==> src/rtl/hole_hit_detector.sv <==
// hole_hit_detector
// Watches per-pixel ball/hole draw requests, confirms a ball-in-hole overlap
// over CONFIRM_FRAMES consecutive frames and emits one single-cycle hit pulse
// per ball per sinking. Rearms when the ball is hidden or the rack restarts.
// Optional build macro HOLE_HIT_COUNT_EN adds saturating 8-bit hit counters
// (whiteHitCount, redHitCount), cleared only by reset.
module hole_hit_detector #(
  parameter int HOLE_COUNT     = 6,
  parameter int CONFIRM_FRAMES = 2
) (
  input  logic       clk,
  input  logic       reset,
  input  logic       startOfFrame,
  input  logic       whiteBallDR,
  input  logic       redBallDR,
  input  logic       holeDR,
  input  logic [2:0] holeIdx,
  input  logic       whiteBallShow,
  input  logic       redBallShow,
  input  logic       resetGameN,
  output logic       whiteBallHoleHit,
  output logic       redBallHoleHit,
  output logic [2:0] redBallHoleNum
`ifdef HOLE_HIT_COUNT_EN
  ,
  output logic [7:0] whiteHitCount,
  output logic [7:0] redHitCount
`endif
);

  typedef enum logic [1:0] {
    ARMED,
    COUNTING,
    FIRE,
    FIRED
  } state_e;

  localparam logic [3:0] CONFIRM_CNT = 4'(CONFIRM_FRAMES);
  localparam logic [3:0] HOLE_MAX    = 4'(HOLE_COUNT);

  logic       idx_valid;
  logic       white_ov;
  logic       red_ov;
  logic       white_seen_q, white_seen_d;
  logic       red_seen_q, red_seen_d;
  logic [2:0] red_idx_q, red_idx_d;

  state_e     white_state_q;
  logic [3:0] white_cnt_q;
  logic       white_hit_q;

  state_e     red_state_q;
  logic [3:0] red_cnt_q;
  logic [2:0] red_hold_idx_q;
  logic       red_hit_q;
  logic [2:0] red_num_q;

  // Holes 1..HOLE_COUNT are real; index 0 and out-of-range values never count.
  assign idx_valid = holeDR && (holeIdx != 3'd0) && ({1'b0, holeIdx} <= HOLE_MAX);
  assign white_ov  = whiteBallDR && idx_valid && whiteBallShow;
  assign red_ov    = redBallDR && idx_valid && redBallShow;

  // Per-frame overlap accumulator; a startOfFrame-cycle pixel opens the new frame.
  always_comb begin
    // NOTE: every always_comb output gets a default first so no path can infer a latch.
    white_seen_d = white_seen_q;
    red_seen_d   = red_seen_q;
    red_idx_d    = red_idx_q;
    if (startOfFrame) begin
      white_seen_d = white_ov;
      red_seen_d   = red_ov;
      red_idx_d    = red_ov ? holeIdx : 3'd0;
    end else begin
      if (white_ov) white_seen_d = 1'b1;
      if (red_ov && !red_seen_q) begin
        red_seen_d = 1'b1;
        red_idx_d  = holeIdx;
      end
    end
    // A hidden ball must never contribute to a confirmation.
    if (!whiteBallShow) white_seen_d = 1'b0;
    if (!redBallShow) begin
      red_seen_d = 1'b0;
      red_idx_d  = 3'd0;
    end
  end

  // Accumulator registers.
  always_ff @(posedge clk) begin
    // NOTE: sequential state uses non-blocking assignments so every register samples pre-edge values.
    if (reset) begin
      white_seen_q <= 1'b0;
      red_seen_q   <= 1'b0;
      red_idx_q    <= 3'd0;
    end else begin
      white_seen_q <= white_seen_d;
      red_seen_q   <= red_seen_d;
      red_idx_q    <= red_idx_d;
    end
  end

  // White ball confirm FSM; flags of the finished frame are judged at startOfFrame.
  always_ff @(posedge clk) begin
    if (reset) begin
      white_state_q <= ARMED;
      white_cnt_q   <= 4'd0;
      white_hit_q   <= 1'b0;
    end else begin
      white_hit_q <= 1'b0;
      if (!resetGameN || !whiteBallShow) begin
        white_state_q <= ARMED;
        white_cnt_q   <= 4'd0;
      end else begin
        case (white_state_q)
          ARMED: begin
            if (startOfFrame && white_seen_q) begin
              white_cnt_q <= 4'd1;
              if (CONFIRM_CNT == 4'd1) begin
                white_state_q <= FIRE;
                white_hit_q   <= 1'b1;
              end else begin
                white_state_q <= COUNTING;
              end
            end
          end
          COUNTING: begin
            if (startOfFrame) begin
              if (!white_seen_q) begin
                white_state_q <= ARMED;
                white_cnt_q   <= 4'd0;
              end else begin
                white_cnt_q <= white_cnt_q + 4'd1;
                if (white_cnt_q + 4'd1 >= CONFIRM_CNT) begin
                  white_state_q <= FIRE;
                  white_hit_q   <= 1'b1;
                end
              end
            end
          end
          FIRE:    white_state_q <= FIRED;
          FIRED:   white_state_q <= FIRED;
          default: white_state_q <= ARMED;
        endcase
      end
    end
  end

  // Red ball confirm FSM; a change of hole while counting restarts the count.
  always_ff @(posedge clk) begin
    if (reset) begin
      red_state_q    <= ARMED;
      red_cnt_q      <= 4'd0;
      red_hold_idx_q <= 3'd0;
      red_hit_q      <= 1'b0;
      red_num_q      <= 3'd0;
    end else begin
      red_hit_q <= 1'b0;
      if (!resetGameN || !redBallShow) begin
        red_state_q <= ARMED;
        red_cnt_q   <= 4'd0;
      end else begin
        case (red_state_q)
          ARMED: begin
            if (startOfFrame && red_seen_q) begin
              red_cnt_q      <= 4'd1;
              red_hold_idx_q <= red_idx_q;
              if (CONFIRM_CNT == 4'd1) begin
                red_state_q <= FIRE;
                red_hit_q   <= 1'b1;
                red_num_q   <= red_idx_q;
              end else begin
                red_state_q <= COUNTING;
              end
            end
          end
          COUNTING: begin
            if (startOfFrame) begin
              if (!red_seen_q) begin
                red_state_q <= ARMED;
                red_cnt_q   <= 4'd0;
              end else if (red_idx_q != red_hold_idx_q) begin
                red_cnt_q      <= 4'd1;
                red_hold_idx_q <= red_idx_q;
              end else begin
                red_cnt_q <= red_cnt_q + 4'd1;
                if (red_cnt_q + 4'd1 >= CONFIRM_CNT) begin
                  red_state_q <= FIRE;
                  red_hit_q   <= 1'b1;
                  red_num_q   <= red_idx_q;
                end
              end
            end
          end
          FIRE:    red_state_q <= FIRED;
          FIRED:   red_state_q <= FIRED;
          default: red_state_q <= ARMED;
        endcase
      end
    end
  end

  assign whiteBallHoleHit = white_hit_q;
  assign redBallHoleHit   = red_hit_q;
  assign redBallHoleNum   = red_num_q;

`ifdef HOLE_HIT_COUNT_EN
  logic [7:0] white_count_q;
  logic [7:0] red_count_q;

  // Saturating hit counters, bumped at the end of each FIRE cycle.
  always_ff @(posedge clk) begin
    if (reset) begin
      white_count_q <= 8'd0;
      red_count_q   <= 8'd0;
    end else begin
      if (white_hit_q && (white_count_q != 8'hFF)) white_count_q <= white_count_q + 8'd1;
      if (red_hit_q && (red_count_q != 8'hFF)) red_count_q <= red_count_q + 8'd1;
    end
  end

  assign whiteHitCount = white_count_q;
  assign redHitCount   = red_count_q;
`endif

endmodule

==> config.mk <==
export PLATFORM = sky130hd
export DESIGN_NAME = hole_hit_detector
export DESIGN_NICKNAME = d
export VERILOG_FILES = /design/src/rtl/hole_hit_detector.sv
export SDC_FILE = /design/constraint.sdc
export NUM_CORES = 1
export LEC_CHECK = 0
export CORE_ASPECT_RATIO = 0.7
export CORE_MARGIN = 2
export CORE_UTILIZATION = 48
export DETAILED_ROUTE_END_ITERATION = 6
export GPL_TIMING_DRIVEN = 0
export HOLD_SLACK_MARGIN = 0.1
export PLACE_DENSITY = 0.72
export SLEW_MARGIN = 15
export SYNTH_ARGS = -nofsm -noshare
export SYNTH_HDL_FRONTEND = slang
export SYNTH_SLANG_ARGS = --single-unit
==> constraint.sdc <==
create_clock -name clk -period 1.6 [get_ports clk]
set_input_delay 0.32 -clock clk [delete_from_list [all_inputs] [get_ports clk]]
set_output_delay 0.32 -clock clk [all_outputs]
set_load 0.02 [all_outputs]
Word-level counts from Yosys, hierarchy flattened
Cells that the tools add are included.
{"block": "word_totals", "regBits": 25, "in_bits": 12, "wordCells": 111}
{"block": "classes", "add_sub_neg": 2, "order_cmp": 3, "n_eq_ne": 16, "muxes": 34, "bitwise": 9, "n_reduce_logical": 36}
{"cell": "4-bit two-way mux", "count": 7}
{"cell": "3-bit two-way mux", "count": 7}
{"cell": "2-bit two-way mux", "count": 9}
{"cell": "4-bit case mux with 2 select lines", "count": 2}
{"cell": "2-bit != test, second input constant", "count": 6}
{"cell": "2-bit case mux with 3 select lines", "count": 2}
{"cell": "6-bit AND reduction", "count": 2}
{"cell": "2-bit OR reduction", "count": 6}
{"cell": "1-bit logical AND", "count": 9}
{"cell": "3-bit != test, second input constant", "count": 3}
{"cell": "1-bit NOT", "count": 9}
{"cell": "3-bit AND reduction", "count": 3}
{"cell": "4-bit by 1-bit adder with 4-bit output, second input constant", "count": 2}
{"cell": "2-bit == test, second input constant", "count": 4}
{"cell": "4-bit by 2-bit greater-or-equal comparator with 1-bit output, second input constant", "count": 2}
{"cell": "2-bit nonzero test", "count": 4}
{"cell": "1-bit two-way mux", "count": 6}
{"cell": "3-bit case mux with 2 select lines", "count": 1}
{"cell": "6-bit OR reduction", "count": 1}
{"cell": "5-bit OR reduction", "count": 1}
{"cell": "2-bit by 1-bit == test with 1-bit output, second input constant", "count": 2}
{"cell": "1-bit logical NOT", "count": 4}
{"cell": "2-bit logical NOT", "count": 2}
{"cell": "4-bit AND reduction", "count": 1}
{"cell": "other kinds (4)", "count": 5}

Logic depth before layout (Yosys ltp)
Gate-level depths: netlist (run 1).
{"block": "depth", "word_depth": 8, "depth_mapped": 6, "depth_no_buf": 6}

Least setup slack after synthesis (run 1)
Ideal clock, no wire load.
{"block": "synth_timing", "path_type": "register -> register", "start": "register white_cnt_q[0]", "end": "register white_state_q[1]", "setup_time_ns": 0.128, "arrival_ns": 1.413, "required_ns": 1.472, "path_slack_ns": 0.059, "path_stages_with_launch": 6, "cell_sequence": "dfxtp_1 ha_1 nor2b_1 or4b_1 o2111ai_2 a21oi_1"}
{"block": "synth_via", "elab_chain_cells": 4}
{"element": "from (decl)", "line": "49", "rtl": "logic [3:0] white_cnt_q;"}
{"element": "from (signal assigned)", "line": "132", "rtl": "white_cnt_q <= white_cnt_q + 4'd1;"}
{"element": "4-bit by 1-bit adder with 4-bit output", "line": "133", "rtl": "if (white_cnt_q + 4'd1 >= CONFIRM_CNT) begin"}
{"element": "4-bit by 2-bit greater-or-equal comparator with 1-bit output", "line": "133"}
{"element": "3-bit != test (no line)"}
{"element": "3-bit AND reduction (no line)"}
{"element": "to (signal assigned)", "line": "134", "rtl": "white_state_q <= FIRE;"}
{"element": "to (signal assigned)", "line": "140", "rtl": "FIRE: white_state_q <= FIRED;"}
{"element": "to (signal assigned)", "line": "141", "rtl": "FIRED: white_state_q <= FIRED;"}
{"element": "to (decl)", "line": "48", "rtl": "state_e white_state_q;"}
No other way between the ends.
A chain may end at the register's enable or synchronous reset.

Final worst setup path (run 1)
Same ends and word-level chain as after synthesis.

==> flow_metrics.tcl, run 1 <==
set metrics [dict create \
    cts-root-buf "clkbuf_8" \
    pre_cts_slack_ns -0.253 \
    layout.cells.non_filler 196 \
    async_flop_share_pct 0 \
    dieWidth_um 65.7 \
    ctsHoldBuffers 0 \
    run_status "complete, no violations" \
    grt_pass1_wl_mm 4.34 \
    path_clk_slew_ns 0.08 \
    maxSlewViolCount 0 \
    peakVddDrop_mv 0.446 \
    worstSetupPathType "reg -> reg" \
    start_util_pct 51.2 \
    dr.first_iter.drc_count 89 \
    cp-end-kind "flip-flop" \
    worst_slew_pin_slew_ns 0.464 \
    worst_slack_ns 0.0304 \
    clkSinkCount 25 \
    num_antenna_cells 0 \
    pin_count 17 \
    yosys-top-cells-area "dfxtp_1 39%, a21oi_1 7.8%, nand2_1 4.1%" \
    yosysUniqueCellTypes 39 \
    wl_mm 2.75 \
    core_region_area_um2 2500 \
    setup_viol 0 \
    final_hold_viol_count 0 \
    synth_nets 161 \
    grt_pass1_vias 962 \
    finClkSkew_ns 0.00429 \
    nFillCells 201 \
    die-area_um2 3100 \
    synth-edff-count 0 \
    min_period_over_period_pct 98.1 \
    synth_area_leader_cell "dfxtp_1" \
    cts_tree "yes" \
    gp_congestion 0.859 \
    avgViaCountPerCell 5.78 \
    grt_setup_unrepaired "true" \
    placed_cells 194 \
    finalPower_w 0.00108 \
    worstPathRequired_ns 1.75 \
    max_slew_margin_pct 69.0 \
    drive_gt1_share_pct 18.5 \
    final_cell_mix "20 x a21oi_1, 20 x dfxtp_1, 15 x clkdlybuf4s50_1, 14 x nand2_1, 7 x nor2_1" \
    cp-start-kind "flip-flop" \
    worstHoldStart "startOfFrame" \
    holdPathStages 3 \
    min_period_ns 1.57 \
    synth_seq_cells 25 \
    routedWlPerCell_um 14.0 \
    syn_area_per_cell_um2 8.81 \
    route.detailed.drc 0 \
    first_pass_iters 4 \
    ff2ff_setup_slack_ns 0.03 \
    hold_class "in -> reg" \
    grt_antenna_before_repair 0 \
    yosysWarnings 0 \
    fmax_mhz 637 \
    clockBufferDepth 2 \
    io_buffers 15 \
    maxCapViolCount 0 \
    min_to "whiteBallHoleHit$_SDFF_PP0_" \
    p_leak_nw 0.511 \
    synth_cells 145 \
    crit_arrival_ns 1.72 \
    grt_max_degree 15 \
    grt_usage_pct 18.5 \
    power_density_nw_per_um2 660 \
    reg2reg_from "white_cnt_q[0]$_SDFFE_PP0P_" \
    numCtsBuffers 3 \
    drtAntennaViolNets 0 \
    cts_max_level 1 \
    syn_to_final_growth_pct 28.2 \
    worst-r2r-cell-count 5 \
    clkLatencyLatePin_ns 0.27 \
    r2r_end "white_state_q[1]$_SDFFE_PP0P_" \
    synth_top_area_share_pct 39.2 \
    synthesis.area_um2 1280 \
    std_cell_rows 15 \
    seq_area_frac_synth_pct 39.2 \
    synth_flop_cell "dfxtp_1" \
    grt_overflow 0 \
    post-dp-hpwl_mm 2.03 \
    crit_fanout 5 \
    num_vias 1133 \
    die_h_um 47.2 \
    finalNetCount 179 \
    startpoint "white_cnt_q[0]$_SDFFE_PP0P_" \
]
-- critical path: stages, from the launching register on --
cell       delay [ns]
dfxtp_4          0.38
ha_4             0.16
nor2b_4          0.12
or4b_4           0.50
o2111ai_4        0.20
a21oi_1          0.08
-- kinds of logic after synthesis --
| group | after synthesis | synth area share, % |
|---|---|---|
| and+or+nand+nor | 59 | 26.9 |
| AOI/OAI and AO/OA | 44 | 23.9 |
| DFF | 25 | 39.2 |
| buffers and inverters | 8 | 2.64 |
| xor gates and xnor gates | 5 | 3.43 |
| adders and majority gates | 4 | 3.92 |
-- how the worst max path moves through the flow --
| stage | end | slack, ns | cells past startpoint |
|---|---|---|---|
| final | white_state_q[1]$_SDFFE_PP0P_ | 0.03 | 5 |
| after floorplan | white_state_q[1]$_SDFFE_PP0P_ | 0.06 | 5 |
| after global routing | white_state_q[1]$_SDFFE_PP0P_ | -0.03 | 5 |
| after detailed placement | white_state_q[0]$_SDFFE_PP0P_ | -0.25 | 5 |
| after CTS | white_state_q[1]$_SDFFE_PP0P_ | -0.001 | 5 |
| after global placement | white_state_q[0]$_SDFFE_PP0P_ | -0.25 | 5 |
-- registers in the layout, summed over array words and instances (netlist names) --
signal / flops
red_state_q: 2
redBallHoleHit: 1
white_cnt_q: 4
whiteBallHoleHit: 1
redBallHoleNum: 3
red_idx_q: 3
white_seen_q: 1
red_seen_q: 1
red_cnt_q: 4
white_state_q: 2
red_hold_idx_q: 3
-- layout make-up --
class / instances / area [µm²] / area share [%]
buffer: 2 / 12.5 / 0.764
clock buffer: 3 / 41.3 / 2.52
clock inverter: 1 / 5.00 / 0.306
inverter: 4 / 15.0 / 0.917
multi-input combinational: 112 / 860 / 52.5
sequential: 25 / 512 / 31.2
tap: 34 / 42.5 / 2.60
timing repair buffer: 15 / 150 / 9.17
-- synth_stat cells (all sizes together) (4+ instances only) --
master and instances:
dfxtp 25, a21oi 20, nand2 14, nor2 7, nand3 6, nand4 6, nor2b 6, o211ai 5
xnor2 5, and4 4, ha 4, inv 4, nand2b 4
-- per-layer routing --
layer / vias to the layer above / GRT usage (%) / routed length [µm]
met5: - / 0 / 0
li1: 575 / - / -
met4: 0 / 5.00 / 19
met1: 534 / 25.6 / 1390
met2: 22 / 28.7 / 1240
met3: 2 / 5.28 / 90
-- repair_timing --
action	CTS	global route
setup endpoints to repair	2	11
resized for setup	5	21
pin swaps	2	3
setup buffers	0	0
-- where the power goes --
group | total (W) | internal (W) | switching [W] | leakage [nW]
logic | 0.0000810 | 0.0000389 | 0.0000421 | 0.281
clock network | 0.000373 | 0.000174 | 0.000199 | 0.0255
registers | 0.000626 | 0.000621 | 0.00000518 | 0.205
-- through the flow --
stage                     TNS (ns)  cell area, µm²  util [%]  hold WS, ns
after floorplan                  0            1280         -        0.444
after global placement       -2.14            1470      58.9        0.456
after detailed placement     -2.43            1470      58.9        0.461
after CTS                 -0.00147            1530      61.2        0.368
after global routing       -0.0389            1640      65.6        0.381
final                            0            1640      65.6        0.373
Note: power is estimated with default switching activity, not from simulation.
==> run 2: changes to the inputs <==
- CORE_MARGIN: 2 -> default
==> run 2 against run 1 <==
Utilization is 0.85 points lower. Fmax is 0.44% lower. Global-route usage rose by 2.4 points. Combinational power about the same. Sequential cell count is the same. Sequential power hardly changed. Via count rose by 1.9%. Clock-buffer cell count grew 1. Non-clock buffer count grew 1.
==> flow_metrics.tcl, run 2 (synthesized netlist as in run 1, its figures left out) <==
set metrics [dict create \
    avgViaCountPerCell 5.86 \
    peakVddDrop_mv 0.408 \
    grt_pass1_vias 1016 \
    drive_gt1_share_pct 17.2 \
    worst_slack_ns 0.0235 \
    grt_pass1_wl_mm 4.55 \
    clkLatencyLatePin_ns 0.27 \
    cp-end-kind "flip-flop" \
    min_period_over_period_pct 98.5 \
    die_h_um 45.2 \
    cts_tree "yes" \
    pin_count 17 \
    layout.cells.non_filler 197 \
    grt_setup_unrepaired "true" \
    power_density_nw_per_um2 667 \
    hold_class "in -> reg" \
    p_leak_nw 0.522 \
    max_slew_margin_pct 69.2 \
    num_vias 1155 \
    num_antenna_cells 0 \
    crit_arrival_ns 1.73 \
    layout_commonest_cell "dfxtp_1" \
    setup_viol 0 \
    route.detailed.drc 0 \
    path_clk_slew_ns 0.08 \
    pre_cts_slack_ns -0.278 \
    ctsHoldBuffers 0 \
    routedWlPerCell_um 14.4 \
    std_cell_rows 15 \
    final_hold_viol_count 0 \
    cts_max_level 1 \
    core_region_area_um2 2500 \
    dr.first_iter.drc_count 68 \
    crit_fanout 4 \
    cts-root-buf "clkbuf_8" \
    reg.largest.list "red_cnt_q (4), white_cnt_q (4)" \
    grt_overflow 0 \
    clockBufferDepth 2 \
    io_buffers 15 \
    finClkSkew_ns 0.00212 \
    maxSlewViolCount 0 \
    grt_usage_pct 20.9 \
    clkSinkCount 25 \
    min_period_ns 1.58 \
    grt_antenna_before_repair 0 \
    grt_max_degree 14 \
    worst_slew_pin_slew_ns 0.460 \
    finalPower_w 0.00108 \
    start_util_pct 51.2 \
    final_cell_mix "21 x dfxtp_1, 19 x a21oi_1, 15 x clkdlybuf4s50_1, 14 x nand2_1, 7 x nor2_1" \
    first_pass_iters 4 \
    syn_to_final_growth_pct 26.5 \
    gp_congestion 0.808 \
    drtAntennaViolNets 0 \
    worstPathRequired_ns 1.75 \
    worstSetupPathType "reg -> reg" \
    run_status "complete, no violations" \
    post-dp-hpwl_mm 2.00 \
    cp-start-kind "flip-flop" \
    fmax_mhz 634 \
    nFillCells 198 \
    finalNetCount 180 \
    numCtsBuffers 3 \
    die-area_um2 2870 \
    maxCapViolCount 0 \
    dieWidth_um 63.7 \
    wl_mm 2.85 \
    placed_cells 194 \
    setup-tns-final_ns 0 \
]
[run 2: stage by stage]
step           hold WS (ns)  utilization (%)  instance area, µm²
3_5_place_dp          0.465             58.9                1470
2_1_floorplan         0.444                -                1280
3_3_place_gp          0.455             58.9                1470
6_report              0.375             64.8                1620
5_1_grt               0.384             64.8                1620
4_1_cts               0.370             61.6                1540
[run 2: report_power, final]
part           switching [W]  internal [W]  leakage [nW]
logic              0.0000419     0.0000390         0.295
registers         0.00000501      0.000619         0.204
clock network       0.000195      0.000178        0.0228
total               0.000242      0.000836         0.522
[run 2: path summary, 6_finish.rpt]
check	endpoint	start	cells past startpoint	slack, ns
min	whiteBallHoleHit$_SDFF_PP0_	startOfFrame	3	0.37
max reg2reg	white_state_q[1]$_SDFFE_PP0P_	white_cnt_q[1]$_SDFFE_PP0P_	5	0.02
max	white_state_q[1]$_SDFFE_PP0P_	white_cnt_q[1]$_SDFFE_PP0P_	5	0.02
min reg2reg	redBallHoleNum[2]$_SDFFE_PP0P_	redBallHoleNum[2]$_SDFFE_PP0P_	2	0.47
[run 2: per-layer routing]
layer  vias to the layer above  wire, µm  global-route usage, %  share of wire, %
li1                        581         -                      -                 -
met1                       551      1400                   27.9                49
met2                        19      1310                   32.8                46
met3                         4        87                   5.30               3.1
met4                         0        42                   8.18               1.5
met5                         -         0                      0                 0
[run 2: timing repair]
action | CTS | global route
resized for setup | 7 | 18
buffers inserted | 1 | 0
endpoints found under the setup margin | 3 | 9
pin swaps | 2 | 6
[run 2: final cells by class]
type	instances	area (µm²)	area share, %
repair buffers	16	158	9.75
clock buffers	4	45.0	2.79
well taps	34	42.5	2.63
inverters	4	17.5	1.08
multi-input cells	112	828	51.2
plain buffers	2	12.5	0.774
flip-flops and latches	25	513	31.7
[run 2: critical path: stages (launching register included)]
cell and delay (ns):
dfxtp_4 0.39, inv_4 0.04, ha_4 0.25, or4b_4 0.47
o2111ai_4 0.22, a21oi_2 0.08
==> run 3: changes to the inputs <==
--- a/constraint.sdc
+++ b/constraint.sdc
@@ -3,2 +3,2 @@
 set_output_delay 0.32 -clock clk [all_outputs]
-set_load 0.02 [all_outputs]
+set_load 0.01 [all_outputs]
==> results of run 3 <==
The final DEF is identical to that of run 2; final timing and power are the same.
